[src/rtl/reg_bank_n_if.sv]
// reg_bank_n_if: operand/control bus of the register bank, shared by the ALU side (master) and the bank (slave).
// Shadow save/restore controls and the wrap/shadow status travel on the same bundle.
interface reg_bank_n_if #(
    parameter int WIDTH = 8,
    parameter int DEPTH = 4
);
    localparam int SELW = (DEPTH > 1) ? $clog2(DEPTH) : 1;
    logic [DEPTH-1:0] i_reg_sel;
    logic [1:0]       i_fun_sel;
    logic [WIDTH-1:0] i_data;
    logic [SELW-1:0]  i_out_a_sel;
    logic [SELW-1:0]  i_out_b_sel;
    logic             i_save;
    logic             i_restore;
    logic [WIDTH-1:0] o_out_a;
    logic [WIDTH-1:0] o_out_b;
    logic [DEPTH-1:0] o_wrap;
    logic             o_shadow_valid;
    modport master (
        output i_reg_sel, i_fun_sel, i_data, i_out_a_sel, i_out_b_sel, i_save, i_restore,
        input  o_out_a, o_out_b, o_wrap, o_shadow_valid
    );
    modport slave (
        input  i_reg_sel, i_fun_sel, i_data, i_out_a_sel, i_out_b_sel, i_save, i_restore,
        output o_out_a, o_out_b, o_wrap, o_shadow_valid
    );
endinterface

[src/rtl/reg_bank_n.sv]
// reg_bank_n: DEPTH x WIDTH register bank with clear/load/dec/inc, two async read ports, one-deep shadow bank, sticky wrap flags.
// Define REG_BANK_SATURATE_EN to make increment/decrement saturate instead of wrapping.
module reg_bank_n #(
    parameter int WIDTH = 8,
    parameter int DEPTH = 4
) (
    input  logic        i_clk,
    input  logic        i_rst_n,
    reg_bank_n_if.slave bus
);
    localparam int SELW = (DEPTH > 1) ? $clog2(DEPTH) : 1;
    localparam logic [WIDTH-1:0] ALL_ONES = '1;
    logic [WIDTH-1:0] r_live       [DEPTH];
    logic [WIDTH-1:0] r_shadow     [DEPTH];
    logic [DEPTH-1:0] r_wrap;
    logic             r_shadow_valid;
    logic [WIDTH-1:0] w_live_nxt   [DEPTH];
    logic [WIDTH-1:0] w_shadow_nxt [DEPTH];
    logic [DEPTH-1:0] w_wrap_nxt;
    logic [DEPTH-1:0] w_at_lim;
    logic             w_restore;
    logic             w_sv_nxt;
    logic [WIDTH-1:0] w_rd         [2**SELW];
    // A restore only takes effect with a saved context; it then overrides the live op.
    always_comb begin
        w_restore = bus.i_restore & r_shadow_valid;
        w_sv_nxt  = bus.i_save | (r_shadow_valid & ~w_restore);
        w_at_lim  = '0;
        for (int k = 0; k < DEPTH; k++) begin
            w_shadow_nxt[k] = bus.i_save ? r_live[k] : r_shadow[k];
            w_live_nxt[k]   = r_live[k];
            w_wrap_nxt[k]   = r_wrap[k];
            w_at_lim[k]     = bus.i_fun_sel[0] ? (r_live[k] == ALL_ONES) : (r_live[k] == '0);
            if (w_restore) begin
                w_live_nxt[k] = r_shadow[k];
                w_wrap_nxt[k] = 1'b0;
            end else if (!bus.i_reg_sel[k]) begin
                if (!bus.i_fun_sel[1]) begin
                    w_live_nxt[k] = bus.i_fun_sel[0] ? bus.i_data : '0;
                    w_wrap_nxt[k] = 1'b0;
                end else begin
                    w_wrap_nxt[k] = r_wrap[k] | w_at_lim[k];
`ifdef REG_BANK_SATURATE_EN
                    w_live_nxt[k] = w_at_lim[k] ? r_live[k] :
                                    bus.i_fun_sel[0] ? r_live[k] + 1'b1 : r_live[k] - 1'b1;
`else
                    w_live_nxt[k] = bus.i_fun_sel[0] ? r_live[k] + 1'b1 : r_live[k] - 1'b1;
`endif
                end
            end
        end
    end
    // Pad the read mux to the full select range so out-of-range selects read zero.
    always_comb begin
        w_rd = '{default: '0};
        for (int j = 0; j < DEPTH; j++) w_rd[j] = r_live[j];
    end
    assign bus.o_out_a        = w_rd[bus.i_out_a_sel];
    assign bus.o_out_b        = w_rd[bus.i_out_b_sel];
    assign bus.o_wrap         = r_wrap;
    assign bus.o_shadow_valid = r_shadow_valid;
    always_ff @(posedge i_clk or negedge i_rst_n) begin
        if (!i_rst_n) begin
            r_live         <= '{default: '0};
            r_shadow       <= '{default: '0};
            r_wrap         <= '0;
            r_shadow_valid <= 1'b0;
        end else begin
            r_live         <= w_live_nxt;
            r_shadow       <= w_shadow_nxt;
            r_wrap         <= w_wrap_nxt;
            r_shadow_valid <= w_sv_nxt;
        end
    end
endmodule

[src/flat_wrapper.sv]
// flat-port wrapper written by rule: the top's interface ports become plain ports
module reg_bank_n_flat 
#(
    parameter int WIDTH = 8,
    parameter int DEPTH = 4
)
  (i_clk, i_rst_n, bus_i_reg_sel, bus_i_fun_sel, bus_i_data, bus_i_out_a_sel, bus_i_out_b_sel, bus_i_save, bus_i_restore, bus_o_out_a, bus_o_out_b, bus_o_wrap, bus_o_shadow_valid);
  reg_bank_n_if #(.WIDTH(WIDTH), .DEPTH(DEPTH)) bus_i ();
  input  logic i_clk;
  input  logic i_rst_n;
  input wire logic [$bits(bus_i.i_reg_sel)-1:0] bus_i_reg_sel;
  input wire logic [$bits(bus_i.i_fun_sel)-1:0] bus_i_fun_sel;
  input wire logic [$bits(bus_i.i_data)-1:0] bus_i_data;
  input wire logic [$bits(bus_i.i_out_a_sel)-1:0] bus_i_out_a_sel;
  input wire logic [$bits(bus_i.i_out_b_sel)-1:0] bus_i_out_b_sel;
  input wire logic [$bits(bus_i.i_save)-1:0] bus_i_save;
  input wire logic [$bits(bus_i.i_restore)-1:0] bus_i_restore;
  output wire logic [$bits(bus_i.o_out_a)-1:0] bus_o_out_a;
  output wire logic [$bits(bus_i.o_out_b)-1:0] bus_o_out_b;
  output wire logic [$bits(bus_i.o_wrap)-1:0] bus_o_wrap;
  output wire logic [$bits(bus_i.o_shadow_valid)-1:0] bus_o_shadow_valid;
  assign bus_i.i_reg_sel = bus_i_reg_sel;
  assign bus_i.i_fun_sel = bus_i_fun_sel;
  assign bus_i.i_data = bus_i_data;
  assign bus_i.i_out_a_sel = bus_i_out_a_sel;
  assign bus_i.i_out_b_sel = bus_i_out_b_sel;
  assign bus_i.i_save = bus_i_save;
  assign bus_i.i_restore = bus_i_restore;
  assign bus_o_out_a = bus_i.o_out_a;
  assign bus_o_out_b = bus_i.o_out_b;
  assign bus_o_wrap = bus_i.o_wrap;
  assign bus_o_shadow_valid = bus_i.o_shadow_valid;
  reg_bank_n #(.WIDTH(WIDTH), .DEPTH(DEPTH)) u_core (.i_clk(i_clk), .i_rst_n(i_rst_n), .bus(bus_i));
endmodule
[config.mk]
export PLATFORM = sky130hd
export DESIGN_NAME = reg_bank_n_flat
export DESIGN_NICKNAME = d
export VERILOG_FILES = /design/src/rtl/reg_bank_n_if.sv /design/src/rtl/reg_bank_n.sv /design/src/flat_wrapper.sv
export SDC_FILE = /design/constraint.sdc
export NUM_CORES = 1
export LEC_CHECK = 0
export BUFFER_PORTS_ARGS = -buffer_cell sky130_fd_sc_hd__buf_2
export CAP_MARGIN = 5
export CORE_MARGIN = 1.5
export CORE_UTILIZATION = 56
export DETAILED_ROUTE_END_ITERATION = 10
export PLACE_DENSITY_LB_ADDON = 0.15
export SLEW_MARGIN = 5
export SYNTH_ARGS = -nofsm -noshare
export SYNTH_HDL_FRONTEND = slang
export SYNTH_SLANG_ARGS = --single-unit
export TNS_END_PERCENT = 10
[constraint.sdc]
create_clock -name i_clk -period 3.8 [get_ports i_clk]
set_input_delay 0.95 -clock i_clk [delete_from_list [all_inputs] [get_ports i_clk]]
set_output_delay 0.95 -clock i_clk [all_outputs]
set_load 0.005 [all_outputs]
==> qor.csv <==
stage;metric;value;unit
synthesis;synth-seq-cells;69;
power_and_ir_drop;sw_frac_of_total;0.369;
clock_network;root_buffer;clkbuf_8;
clock_network;cts_setup_buffers;0;
timing;finalSetupViolations;0;
critical_path;cp.arrival;1.90;ns
layout;mostFrequentLayoutCells;69 x dfrtp_1, 42 x mux2_2, 42 x buf_2;
synthesis;ys.flop_type;dfrtp_1;
grt;gr-usage-all-layers;0.296;
timing;worst-slew-pin-transition;0.893;ns
place;place.gp.congestion;0.945;
critical_path;worstSetupEndpointType;output pin;
critical_path;worstSetupPathType;primary input to output pin;
power_and_ir_drop;power_frac_comb;0.384;
synthesis;netlist_top_cells_area;dfrtp_1 36%, mux2_2 9.9%, mux4_2 7.6%, ha_1 6.3%, a21oi_1 3.3%;
timing;final_max_slew_viol_count;0;
timing;slew_headroom;0.404;
timing;max_freq;351;MHz
synthesis;ys_types;45;
synthesis;synth-edff-count;0;
synthesis;synth_largest_area_cell;dfrtp_1;
power_and_ir_drop;seq_power_share;0.389;
layout;fin_cells;611;
power_and_ir_drop;p_int;2040;µW
power_and_ir_drop;p_leak;0.00218;µW
synthesis;seq_area_frac_synth;0.363;
critical_path;start_kind;primary input;
power_and_ir_drop;finalPower;3240;µW
grt;grt_max_degree;70;
synthesis;ys.warnings.count;0;
grt;antenna_found_initial;0;
timing;fin_setup_tns;0;ns
floorplanning;boundaryPins;43;
synthesis;syn_nets;520;
floorplanning;initial_core_util;0.579;
clock_network;h-tree-depth;3;
timing;finClkSkew;0.00732;ns
timing;period_share;0.749;
min_path;holdPathStages;2;
power_and_ir_drop;power_switching;1200;µW
clock_network;cts-buffers-inserted;9;
route;routedWlPerCell;20.3;µm
critical_path;worstPathMaxFanout;8;
synthesis;syn_inst;470;
critical_path;worstRegToRegCells;4;
critical_path;cp_slowest_cell;mux4_2;
layout;area_growth;10.7;%
timing;rsz0062_at_grt;false;
timing;whs;0.490;ns
grt;grt_pass1_wl;20200;µm
critical_path;critPathMaxStageDelay;0.55;ns
layout;layout_commonest_cell;dfrtp_1;
floorplanning;fp.dieH;95.2;µm
power_and_ir_drop;clock_power_share;0.228;
clock_network;clock-sinks;69;
critical_path;cp_cell_sequence;buf_2 > mux4_2 > buf_2;
clock_network;cts_resized;0;
clock_network;cts.path.max_buffers;2;
route;drt_pass1_iterations;4;
place;hpwl;8570;µm
route;ant_nets;0;
synthesis;netlist_area;4760;µm²
floorplanning;dieArea;9060;µm²
synthesis;syn_avg_cell_area;10.1;µm²
floorplanning;core_area;8220;µm²
clock_network;path_clk_slew;0.08;ns
clock_network;clk_latency;0.36;ns
route;drt-vias-per-instance;6.66;
clock_network;cts_tree;done;
floorplanning;fp-row-count;33;
timing;hold_viol_final;0;
run;maxCapViolCount;0;
timing;layout_min_cycle_time;2.85;ns
grt;grt_pass1_vias;3941;
clock_network;postCtsHoldBufs;0;
critical_path;cp.required;2.85;ns
layout;final_nets;551;
route;via_count;4068;
route;drtIter0Drc;166;
place;dp.cells;595;
power_and_ir_drop;power.density;615;nW/µm²
synthesis;synth_top_area_share;0.363;
critical_path;cpMostUsedCell;buf_2;
synthesis;ys_async_sr_fraction;1.00;
power_and_ir_drop;ir_drop;0.318;mV
grt;grt-ovfl-total;0;
layout;diodes;0;
floorplanning;fp.dieW;95.2;µm
layout;drive_gt1_frac;0.255;
status;status;completed;
route;drc;0;
route;routed_wl;12400;µm
place;port_buffers;42;
min_path;min_path_type;register to register;
## routing by layer
metal  track usage  wire length [µm]
met4         0.103               236
met5             0                 0
met2         0.485              5900
met1         0.386              5320
met3        0.0654               962
## registers in the layout, indices dropped and copies added (netlist names)
name	count
u_core.r_live	32
u_core.r_shadow	32
u_core.bus.o_wrap	4
u_core.bus.o_shadow_valid	1
## synthesized netlist by cell type, types with 2 or more instances
cell / count
a31oi_1: 8
dfrtp_1: 69
o21a_1: 7
buf_1: 4
or3_1: 4
o221a_2: 4
a211oi_1: 17
nor4_1: 9
o22a_1: 2
nand2b_1: 7
buf_2: 10
nor3_1: 10
nor2_1: 27
nand3_1: 7
a21o_1: 9
nand3b_1: 7
mux4_2: 16
nor2b_1: 3
ha_1: 24
nand2_1: 37
nor4b_1: 2
mux2i_1: 2
xnor2_1: 11
clkbuf_1: 14
o211ai_1: 4
o31ai_1: 6
o22ai_1: 19
o21bai_1: 4
nand4_1: 8
a21oi_1: 31
inv_1: 8
mux2_2: 42
xor2_1: 2
o21ai_0: 22
fa_1: 4
## cells by family (layout without fill, tap and decap cells)
family / after synthesis / count (layout) / synth area share
AO/OA/AOI/OAI: 138 / 138 / 0.191
XOR/XNOR: 13 / 13 / 0.0239
adder cells (fa/ha/maj): 28 / 28 / 0.0799
buffers and inverters: 36 / 72 / 0.0310
flip-flops: 69 / 69 / 0.363
multiplexers: 60 / 60 / 0.179
AND/OR/NAND/NOR: 126 / 126 / 0.132
## worst max-delay path, delay by kind of cell
family / cells / cell delay [ns]
multiplexers: 1 / 0.55
buffers and inverters: 2 / 0.39
## path summary, 6_finish.rpt
check / startpoint / endpoint / slack (ns)
setup / recovery: bus_i_out_a_sel[0] / bus_o_out_a[7] / 0.95
hold / removal: u_core.r_shadow[2] / u_core.r_live[2] / 0.49
setup reg to reg: u_core.bus.o_shadow_valid / u_core.r_live[14] / 1.77
hold reg to reg: u_core.r_shadow[2] / u_core.r_live[2] / 0.49
max in group asynchronous: i_rst_n / u_core.bus.o_wrap[3] / 2.43
min in group asynchronous: i_rst_n / u_core.r_live[18] / 0.78
## cell type report
cell class                 count  area (µm²)
fill                         664        2950
multi-input combinational    365        2890
sequential                    69        1730
timing repair buffer          48         255
tap                          105         131
clock buffer                  10         128
clock inverter                 6         111
inverter                       8        30.0
## per-stage QoR
stage               area [µm²]  utilization  setup slack [ns]
finish                    5270        0.641             0.954
global route              5270        0.641             0.884
CTS                       5270        0.641             0.942
detailed placement        5030        0.612             0.729
global placement          5030        0.612             0.808
floorplan                 4760            -             0.715
## power groups by stage
stage | clock, µW | combinational (µW) | sequential (µW)
3_5_place_dp | 0 | 1230 | 1260
6_report | 737 | 1240 | 1260
3_3_place_gp | 0 | 1180 | 1240
4_1_cts | 748 | 1240 | 1250
5_1_grt | 788 | 1380 | 1290
2_1_floorplan | 0 | 992 | 1130
No activity file was read; power rests on OpenSTA's default activity.
